<file path="src/rtl/lsu_pkg.sv">
// rtl/lsu_pkg.sv - shared opcodes, func3 encodings, FSM states and access helpers for the load/store unit
//
// Purpose: common definitions used by load_store_unit and load_extend.
//   OPC_LOAD / OPC_STORE : RV32I major opcodes handled by the unit
//   load_f3_t / store_f3_t: legal func3 width/sign encodings
//   lsu_state_t           : access sequencing states
//   func3_legal, misaligned, byte_enable: access classification helpers

package lsu_pkg;

  localparam logic [6:0] OPC_LOAD  = 7'h03;
  localparam logic [6:0] OPC_STORE = 7'h23;

  typedef enum logic [2:0] {
    LB  = 3'b000,
    LH  = 3'b001,
    LW  = 3'b010,
    LBU = 3'b100,
    LHU = 3'b101
  } load_f3_t;

  typedef enum logic [2:0] {
    SB = 3'b000,
    SH = 3'b001,
    SW = 3'b010
  } store_f3_t;

  typedef enum logic [1:0] {
    IDLE = 2'd0,
    REQ  = 2'd1,
    WAIT = 2'd2,
    DONE = 2'd3
  } lsu_state_t;

  function automatic logic func3_legal(input logic is_store, input logic [2:0] f3);
    if (is_store) return f3 inside {SB, SH, SW};
    else          return f3 inside {LB, LH, LW, LBU, LHU};
  endfunction

  // func3[1:0] encodes the access size for both loads and stores.
  function automatic logic misaligned(input logic [2:0] f3, input logic [1:0] addr_lo);
    case (f3[1:0])
      2'b01:   return addr_lo[0];
      2'b10:   return addr_lo != 2'b00;
      default: return 1'b0;
    endcase
  endfunction

  function automatic logic [3:0] byte_enable(input logic [2:0] f3, input logic [1:0] addr_lo);
    case (f3[1:0])
      2'b00:   return 4'b0001 << addr_lo;
      2'b01:   return 4'b0011 << addr_lo;
      default: return 4'b1111;
    endcase
  endfunction

endpackage

</file>
<file path="src/rtl/load_extend.sv">
// rtl/load_extend.sv - load lane select with sign/zero extension
//
// Purpose: picks the byte/halfword addressed by addr_lo out of a read word and
// extends it to DW bits according to the load func3.
// Ports:
//   func3   in  3   load width/sign (LB, LH, LW, LBU, LHU)
//   addr_lo in  2   low address bits selecting the lane
//   rdata   in  DW  read data word from memory
//   result  out DW  extended load value

module load_extend
  import lsu_pkg::*;
#(
  parameter int DW = 32
) (
  input  logic [2:0]    func3,
  input  logic [1:0]    addr_lo,
  input  logic [DW-1:0] rdata,
  output logic [DW-1:0] result
);

  logic [7:0]  byte_sel;
  logic [15:0] half_sel;

  always_comb begin
    byte_sel = rdata[{addr_lo, 3'b000} +: 8];
    // Halfwords are always aligned here, so only addr_lo[1] matters.
    half_sel = addr_lo[1] ? rdata[31:16] : rdata[15:0];
    result   = rdata;
    case (load_f3_t'(func3))
      LB:      result = {{(DW-8){byte_sel[7]}}, byte_sel};
      LBU:     result = {{(DW-8){1'b0}}, byte_sel};
      LH:      result = {{(DW-16){half_sel[15]}}, half_sel};
      LHU:     result = {{(DW-16){1'b0}}, half_sel};
      default: result = rdata;
    endcase
  end

endmodule

</file>
<file path="src/rtl/load_store_unit.sv">
// rtl/load_store_unit.sv - multi-cycle RV32I load/store unit with req/gnt/rvalid memory port
//
// Purpose: issues one data-memory access per load/store instruction, stalls the
// core until it completes, and returns aligned/extended load data.
// Ports:
//   clk, rst_n          clock, asynchronous active-low reset
//   start_i             instruction is a load/store (held while stall_o)
//   opcode_i, func3_i   instruction opcode and width/sign field
//   addr_i              effective address from the ALU
//   store_data_i        rs2 value for stores
//   stall_o             freeze PC/register file
//   done_o              one-cycle completion pulse
//   load_data_o         last completed load result
//   err_o               one-cycle pulse for misaligned/illegal access
//   mem_req_o, mem_we_o, mem_addr_o, mem_be_o, mem_wdata_o   request payload
//   mem_gnt_i, mem_rvalid_i, mem_rdata_i                     memory handshake/response

module load_store_unit
  import lsu_pkg::*;
#(
  parameter int DW = 32,
  parameter int AW = 32
) (
  input  logic          clk,
  input  logic          rst_n,
  input  logic          start_i,
  input  logic [6:0]    opcode_i,
  input  logic [2:0]    func3_i,
  input  logic [DW-1:0] addr_i,
  input  logic [DW-1:0] store_data_i,
  output logic          stall_o,
  output logic          done_o,
  output logic [DW-1:0] load_data_o,
  output logic          err_o,
  output logic          mem_req_o,
  output logic          mem_we_o,
  output logic [AW-1:0] mem_addr_o,
  output logic [3:0]    mem_be_o,
  output logic [DW-1:0] mem_wdata_o,
  input  logic          mem_gnt_i,
  input  logic          mem_rvalid_i,
  input  logic [DW-1:0] mem_rdata_i
);

  lsu_state_t state_q, state_d;

  logic          is_load, is_store, op_valid, access_ok, accept;
  logic [DW-1:0] wdata_rep;
  logic [DW-1:0] ext_data;

  logic [AW-1:0] addr_q;
  logic [3:0]    be_q;
  logic [DW-1:0] wdata_q;
  logic          we_q;
  logic [2:0]    f3_q;
  logic [1:0]    addr_lo_q;
  logic [DW-1:0] load_q;

  assign is_load   = opcode_i == OPC_LOAD;
  assign is_store  = opcode_i == OPC_STORE;
  assign op_valid  = start_i && (is_load || is_store);
  assign access_ok = func3_legal(is_store, func3_i) && !misaligned(func3_i, addr_i[1:0]);

  always_comb begin
    case (func3_i[1:0])
      2'b00:   wdata_rep = {4{store_data_i[7:0]}};
      2'b01:   wdata_rep = {2{store_data_i[15:0]}};
      default: wdata_rep = store_data_i;
    endcase
  end

  always_ff @(posedge clk or negedge rst_n) begin
    if (!rst_n) state_q <= IDLE;
    else        state_q <= state_d;
  end

  // The IDLE-state outputs are combinational on start_i; they are qualified by
  // rst_n so stall/err also drop immediately while reset is held.
  always_comb begin
    state_d   = state_q;
    accept    = 1'b0;
    stall_o   = 1'b0;
    err_o     = 1'b0;
    done_o    = 1'b0;
    mem_req_o = 1'b0;
    case (state_q)
      IDLE: begin
        if (rst_n && op_valid) begin
          if (access_ok) begin
            accept  = 1'b1;
            stall_o = 1'b1;
            state_d = REQ;
          end else begin
            err_o = 1'b1;
          end
        end
      end
      REQ: begin
        mem_req_o = 1'b1;
        stall_o   = 1'b1;
        if (mem_gnt_i) state_d = we_q ? DONE : WAIT;
      end
      WAIT: begin
        stall_o = 1'b1;
        if (mem_rvalid_i) state_d = DONE;
      end
      DONE: begin
        done_o  = 1'b1;
        state_d = IDLE;
      end
      default: state_d = IDLE;
    endcase
  end

  // Payload is captured once on acceptance so it stays stable across grant stalls.
  always_ff @(posedge clk or negedge rst_n) begin
    if (!rst_n) begin
      addr_q    <= '0;
      be_q      <= '0;
      wdata_q   <= '0;
      we_q      <= 1'b0;
      f3_q      <= '0;
      addr_lo_q <= '0;
    end else if (accept) begin
      addr_q    <= {addr_i[AW-1:2], 2'b00};
      be_q      <= byte_enable(func3_i, addr_i[1:0]);
      wdata_q   <= wdata_rep;
      we_q      <= is_store;
      f3_q      <= func3_i;
      addr_lo_q <= addr_i[1:0];
    end
  end

  load_extend #(.DW(DW)) u_load_extend (
    .func3   (f3_q),
    .addr_lo (addr_lo_q),
    .rdata   (mem_rdata_i),
    .result  (ext_data)
  );

  always_ff @(posedge clk or negedge rst_n) begin
    if (!rst_n)                               load_q <= '0;
    else if (state_q == WAIT && mem_rvalid_i) load_q <= ext_data;
  end

  assign mem_we_o    = we_q;
  assign mem_addr_o  = addr_q;
  assign mem_be_o    = be_q;
  assign mem_wdata_o = wdata_q;
  assign load_data_o = load_q;

endmodule
</file>
<file path="config.mk">
export PLATFORM = sky130hd
export DESIGN_NAME = load_store_unit
export DESIGN_NICKNAME = d
export VERILOG_FILES = /design/src/rtl/lsu_pkg.sv /design/src/rtl/load_extend.sv /design/src/rtl/load_store_unit.sv
export SDC_FILE = /design/constraint.sdc
export NUM_CORES = 1
export LEC_CHECK = 0
export ABC_AREA = 1
export CORE_UTILIZATION = 40
export CTS_CLUSTER_DIAMETER = 40
export DETAILED_ROUTE_END_ITERATION = 16
export HOLD_SLACK_MARGIN = 0.06
export PLACE_DENSITY = 0.81
export SLEW_MARGIN = 30
export SYNTH_ARGS = -nofsm -noshare
export SYNTH_HDL_FRONTEND = slang
export SYNTH_HIERARCHICAL = 1
export SYNTH_SLANG_ARGS = --single-unit
</file>
<file path="constraint.sdc">
create_clock -name clk -period 5.4 [get_ports clk]
set_input_delay 1.08 -clock clk [delete_from_list [all_inputs] [get_ports clk]]
set_output_delay 1.08 -clock clk [all_outputs]
set_load 0.02 [all_outputs]
</file>
==> results of run 1 <==
[Yosys cell counts, drive strengths merged, types with 2 or more instances]
library cell / number
nand2: 264
dfrtp: 106
nand3: 61
inv: 51
o21ai: 49
mux2: 32
buf: 28
a21oi: 18
nor2: 17
ha: 8
or2: 8
clkbuf: 6
clkinv: 2
nand4: 2
nor3: 2
o211ai: 2
[flip-flops by register name, indices dropped and copies added (netlist names)]
register,cells
load_data_o,32
mem_be_o,4
f3_q,3
mem_wdata_o,32
addr_lo_q,2
mem_addr_o,30
state_q,2
mem_we_o,1
[through the flow]
| stage | hold slack (ns) | power [mW] | instances | setup WS [ns] | cell area, µm² |
|---|---|---|---|---|---|
| global placement | 0.452 | 2.09 | 1022 | 0.954 | 7670 |
| detailed placement | 0.458 | 2.11 | 1022 | 0.911 | 7670 |
| CTS | 0.474 | 2.77 | 1037 | 0.890 | 7960 |
| floorplan | 0.466 | 1.59 | 661 | 1.84 | 5500 |
| global route | 0.487 | 2.89 | 1038 | 0.725 | 7990 |
| finish | 0.469 | 2.74 | 1038 | 0.896 | 7990 |
[worst max-delay path: stages]
cell             delay, ns
clkdlybuf4s50_1       0.43
inv_1                 0.10
ha_1                  0.38
inv_4                 0.15
nand2_2               0.12
nor2_2                0.06
a21oi_4               0.17
nand4_4               0.11
a21oi_1               0.15
clkdlybuf4s50_1       0.67
[kinds of logic after synthesis]
group / Yosys count
simple gates: 355
flops: 106
buf+inv: 87
compound gates: 71
mux: 32
fa+ha+maj: 8
other cells: 1
[cell type report]
type	instances	area, µm²
clock inverters	5	56.3
repair buffers	220	2200
flip-flops and latches	106	2650
fillers	1178	5310
well taps	176	220
inverters	53	204
clock buffers	10	229
multi-input cells	468	2420
[how the worst max path moves through the flow]
stage	from	slack [ns]	endpoint	depth (start not counted)
after global placement	func3_i[0]	0.95	stall_o	10
after floorplan	func3_i[1]	1.84	stall_o	9
after global routing	func3_i[0]	0.73	stall_o	10
after CTS	func3_i[1]	0.89	stall_o	10
after detailed placement	func3_i[0]	0.91	stall_o	10
final	func3_i[1]	0.90	stall_o	10
[layer usage]
metal	GRT usage, %	vias up	wire [µm]
met5	0	-	0
met4	9.65	0	392
met3	7.47	26	1560
met2	38.7	214	7570
met1	27.2	2405	6270
li1	-	2494	-
[power groups by stage]
stage	Sequential, mW	Combinational, mW	Clock, mW
after floorplan	1.23	0.359	0
after CTS	1.05	1.06	0.663
after global placement	1.06	1.03	0
final	1.05	1.05	0.644
after global routing	1.07	1.12	0.697
after detailed placement	1.06	1.05	0
==> results.cfg, run 1 <==
[timing]
max-slew-margin-rel_pct = 46.2
finalHoldViolations = 0
setup_violations = 0
setup_tns_ns = 0
period_share_pct = 83.4
slew_viol_final = 0
fin_worst_skew_ns = 0.00474
rsz0062_at_grt = no
worst_slew_pin_slew_ns = 0.804
fmax_ghz = 0.222
min_period_ns = 4.50

[clock_tree]
cts_made_buffers = 9
clock_latency_ns = 0.35
cts_sinks = 106
postCtsHoldBufs = 0
cts.path.max_buffers = 2
cts-resized-gates = 0
cts_tree = built
postCtsSetupBuffers = 0
cts-root-buf = clkbuf_16
clkSlewWorstSetupHoldPaths_ns = 0.07
htree_levels = 3

[route]
dr.pass1.iters = 6
drt-initial-drc-count = 341
avgRoutedWirePerCell_um = 15.2
num_vias = 5139
antenna_left = 0
avgViaCountPerCell = 4.95
drc_errors = 0
drt-total-wl_um = 15800

[worst_setup_path]
cp.arrival_ns = 3.42
crit_fanout = 16
r2r-start = state_q[0]
rr_endpoint = mem_wdata_o[31]
r2r_slack_ns = 3.27
reg2reg_depth = 7
path_class = in2out
start_kind = input pin
cp-end-kind = output port
cp.required_ns = 4.32

[synthesis]
async_reset_ff_share_pct = 100
yosys.area.top_type = dfrtp_1
yosys.area_share.simple_pct = 28.0
synth_edf_count = 0
ys_types = 34
yosys-mux-area-fraction_pct = 6.56
syn_inst = 660
synth_area_mm2 = 0.00549
ys.flop_type = dfrtp_1
ys_seq_elements = 106
synth_top_family_by_area = simple AND/OR/NAND/NOR gates
synth_top_cell_area_share_pct = 48.3
synth_fa_ha_area_share_pct = 1.82
synth-warning-count = 6
yosys-top-cells-area = dfrtp_1 (48%), nand2_1 (17%), mux2_2 (6.6%)
synth_compound_area_share_pct = 7.36
yosys.area_share.xor_xnor_pct = 0
syn_area_per_cell_um2 = 8.32
ys_seq_area_share_pct = 48.3

[die]
row_count = 42
die_y_um = 119
die-area_mm2 = 0.0142
initial_core_util_pct = 41.3
die_w_um = 119
core_area_mm2 = 0.0133
design.portCount = 216

[run_status]
status = finished clean

[worst_hold_path]
hold_class = reg2reg
worstHoldStart = mem_addr_o[26]
worstHoldEndpoint = mem_addr_o[26]
hold_depth = 2

[pwr]
seqPwrFrac_pct = 38.2
switching_share_pct = 32.7
power_frac_clock_pct = 23.5
vdd_drop_max_v = 0.000158
p_switching_uw = 895
static-leakage-power_nw = 3.82
power_density_mw_per_mm2 = 343
p_int_mw = 1.84
power_frac_comb_pct = 38.3

[finish]
most-common-layout-cells = nand2_1 (250), clkdlybuf4s50_1 (212), dfrtp_1 (105), nand3_1 (53), inv_1 (48)
post_route_cells_drive_above_1_share_pct = 11.5
area_growth_pct = 45.4
final_common_cell = nand2_1
post-route-util_pct = 60.1
layout.nets = 977
antennaDiodeCount = 0

[global_route]
antenna_found_initial = 0
grtUsageTotal_pct = 23.1
grt_max_degree = 72
grt_pass1_wl_um = 25400
grt_overflow_total = 0
grt_pass1_vias = 5147

[place]
hpwl_um = 11400
port_buffers = 213
gp_congestion = 0.920

[run]
drv_cap = 0
Power figures use the tool's default switching activity.
==> inputs of run 2 (changes only) <==
- PLACE_DENSITY: 0.81 -> 0.84
- clock period: 5.4 -> 3.86 ns (I/O delays scaled with it)
==> results.cfg, run 2 (synthesis results as in run 1) <==
[clock_tree]
clkSlewWorstSetupHoldPaths_ns = 0.07
cts.path.max_buffers = 2
postCtsSetupBuffers = 0
cts-resized-gates = 0
cts-root-buf = clkbuf_16
htree_levels = 3
postCtsHoldBufs = 0
cts_made_buffers = 9
cts_sinks = 106
clock_latency_ns = 0.35
cts_tree = built

[pwr]
seqPwrFrac_pct = 37.9
vdd_drop_max_v = 0.000214
static-leakage-power_nw = 3.84
power_frac_clock_pct = 24.1
switching_share_pct = 32.5
p_int_mw = 2.60
power_frac_comb_pct = 38.0
power_density_mw_per_mm2 = 481
p_switching_mw = 1.25

[die]
design.portCount = 216
die-area_mm2 = 0.0142
die_y_um = 119
initial_core_util_pct = 41.3
core_area_mm2 = 0.0133
row_count = 42
die_w_um = 119

[run_status]
status = finished clean

[place]
hpwl_um = 11300
port_buffers = 213
gp_congestion = 0.951
dpl.cell_count = 1026

[finish]
final_common_cell = nand2_1
most-common-layout-cells = nand2_1 (250), clkdlybuf4s50_1 (212), dfrtp_1 (106), nand3_1 (53), inv_1 (48)
multi_input_area_mm2 = 0.00242
area_growth_pct = 45.9
fillers = 1174
antennaDiodeCount = 0
post_route_cells_drive_above_1_share_pct = 11.7
layout.nets = 980
instances_no_fill = 1042
seqCellArea_mm2 = 0.00265

[timing]
setup_violations = 0
period_share_pct = 93.5
setup_tns_ns = 0
fin_worst_skew_ns = 0.00483
worst_slew_pin_slew_ns = 0.868
finalHoldViolations = 0
rsz0062_at_grt = no
min_period_ns = 3.61
max-slew-margin-rel_pct = 41.9
slew_viol_final = 0
fmax_ghz = 0.277

[worst_hold_path]
hold_class = reg2reg

[route]
dr.pass1.iters = 5
avgRoutedWirePerCell_um = 14.9
drc_errors = 0
drt-total-wl_um = 15500
num_vias = 5162
drt-initial-drc-count = 323
antenna_left = 0
avgViaCountPerCell = 4.95

[global_route]
grt_pass1_vias = 5091
grt_max_degree = 72
grt_overflow_total = 0
grtUsageTotal_pct = 22.6
antenna_found_initial = 0
grt_pass1_wl_um = 25000

[run]
drv_cap = 0

[worst_setup_path]
cp-end-kind = output port
start_kind = input pin
cp.required_ns = 3.09
crit_fanout = 4
cp.arrival_ns = 2.84
path_class = in2out
## run 2: cell count changes in the layout (fill, tap and decap cells not counted), sizes merged
cell    change
clkinv      -1
buf         +3
clkbuf      +2
## run 2: worst paths after layout
kind	startpoint	endpoint	slack, ns	depth (start not counted)
setup / recovery	func3_i[1]	stall_o	0.25	9
hold / removal	mem_addr_o[20]	mem_addr_o[20]	0.47	2
setup reg to reg	f3_q[1]	load_data_o[1]	1.67	7
hold reg to reg	mem_addr_o[20]	mem_addr_o[20]	0.47	2
max in group asynchronous	rst_n	mem_wdata_o[14]	2.09	3
min in group asynchronous	rst_n	load_data_o[5]	0.59	2
## run 2: layout make-up
cell class	instances	area share, %
clock buffer	12	3.08
multi-input combinational	468	30.2
timing repair buffer	223	27.7
inverter	53	2.54
clock inverter	4	0.640
sequential	106	33.1
tap	176	2.75
## run 2: routing by layer
layer / global-route usage (%) / wire [µm] / vias up
met5: 0 / 0 / -
met4: 9.73 / 384 / 0
met3: 7.23 / 1600 / 23
met2: 36.4 / 7270 / 238
met1: 27.6 / 6250 / 2414
li1: - / - / 2487
## run 2: worst max-delay path, cell delays in order
cell and delay [ns]:
clkdlybuf4s50_1 0.48, inv_1 0.07, ha_1 0.21, nand2_1 0.06
nand2_1 0.09, a21oi_4 0.21, nand4_4 0.10, a21oi_1 0.15
clkdlybuf4s50_1 0.67
## run 2: stage by stage
stage	utilization (%)	setup slack, ns	cell area [µm²]	power (mW)	hold WS, ns
finish	60.3	0.251	8020	3.86	0.470
floorplan	-	0.920	5500	2.23	0.466
detailed placement	58.0	0.199	7720	2.96	0.458
global placement	58.0	0.229	7720	2.93	0.453
global route	60.3	0.0912	8020	4.07	0.505
CTS	60.3	0.188	8020	3.90	0.475
## run 2: power by group through the flow
stage | registers (mW) | clock network [mW] | logic, mW
floorplan | 1.72 | 0 | 0.503
global placement | 1.47 | 0 | 1.45
detailed placement | 1.48 | 0 | 1.48
CTS | 1.46 | 0.951 | 1.48
global route | 1.49 | 1.00 | 1.58
finish | 1.46 | 0.927 | 1.47
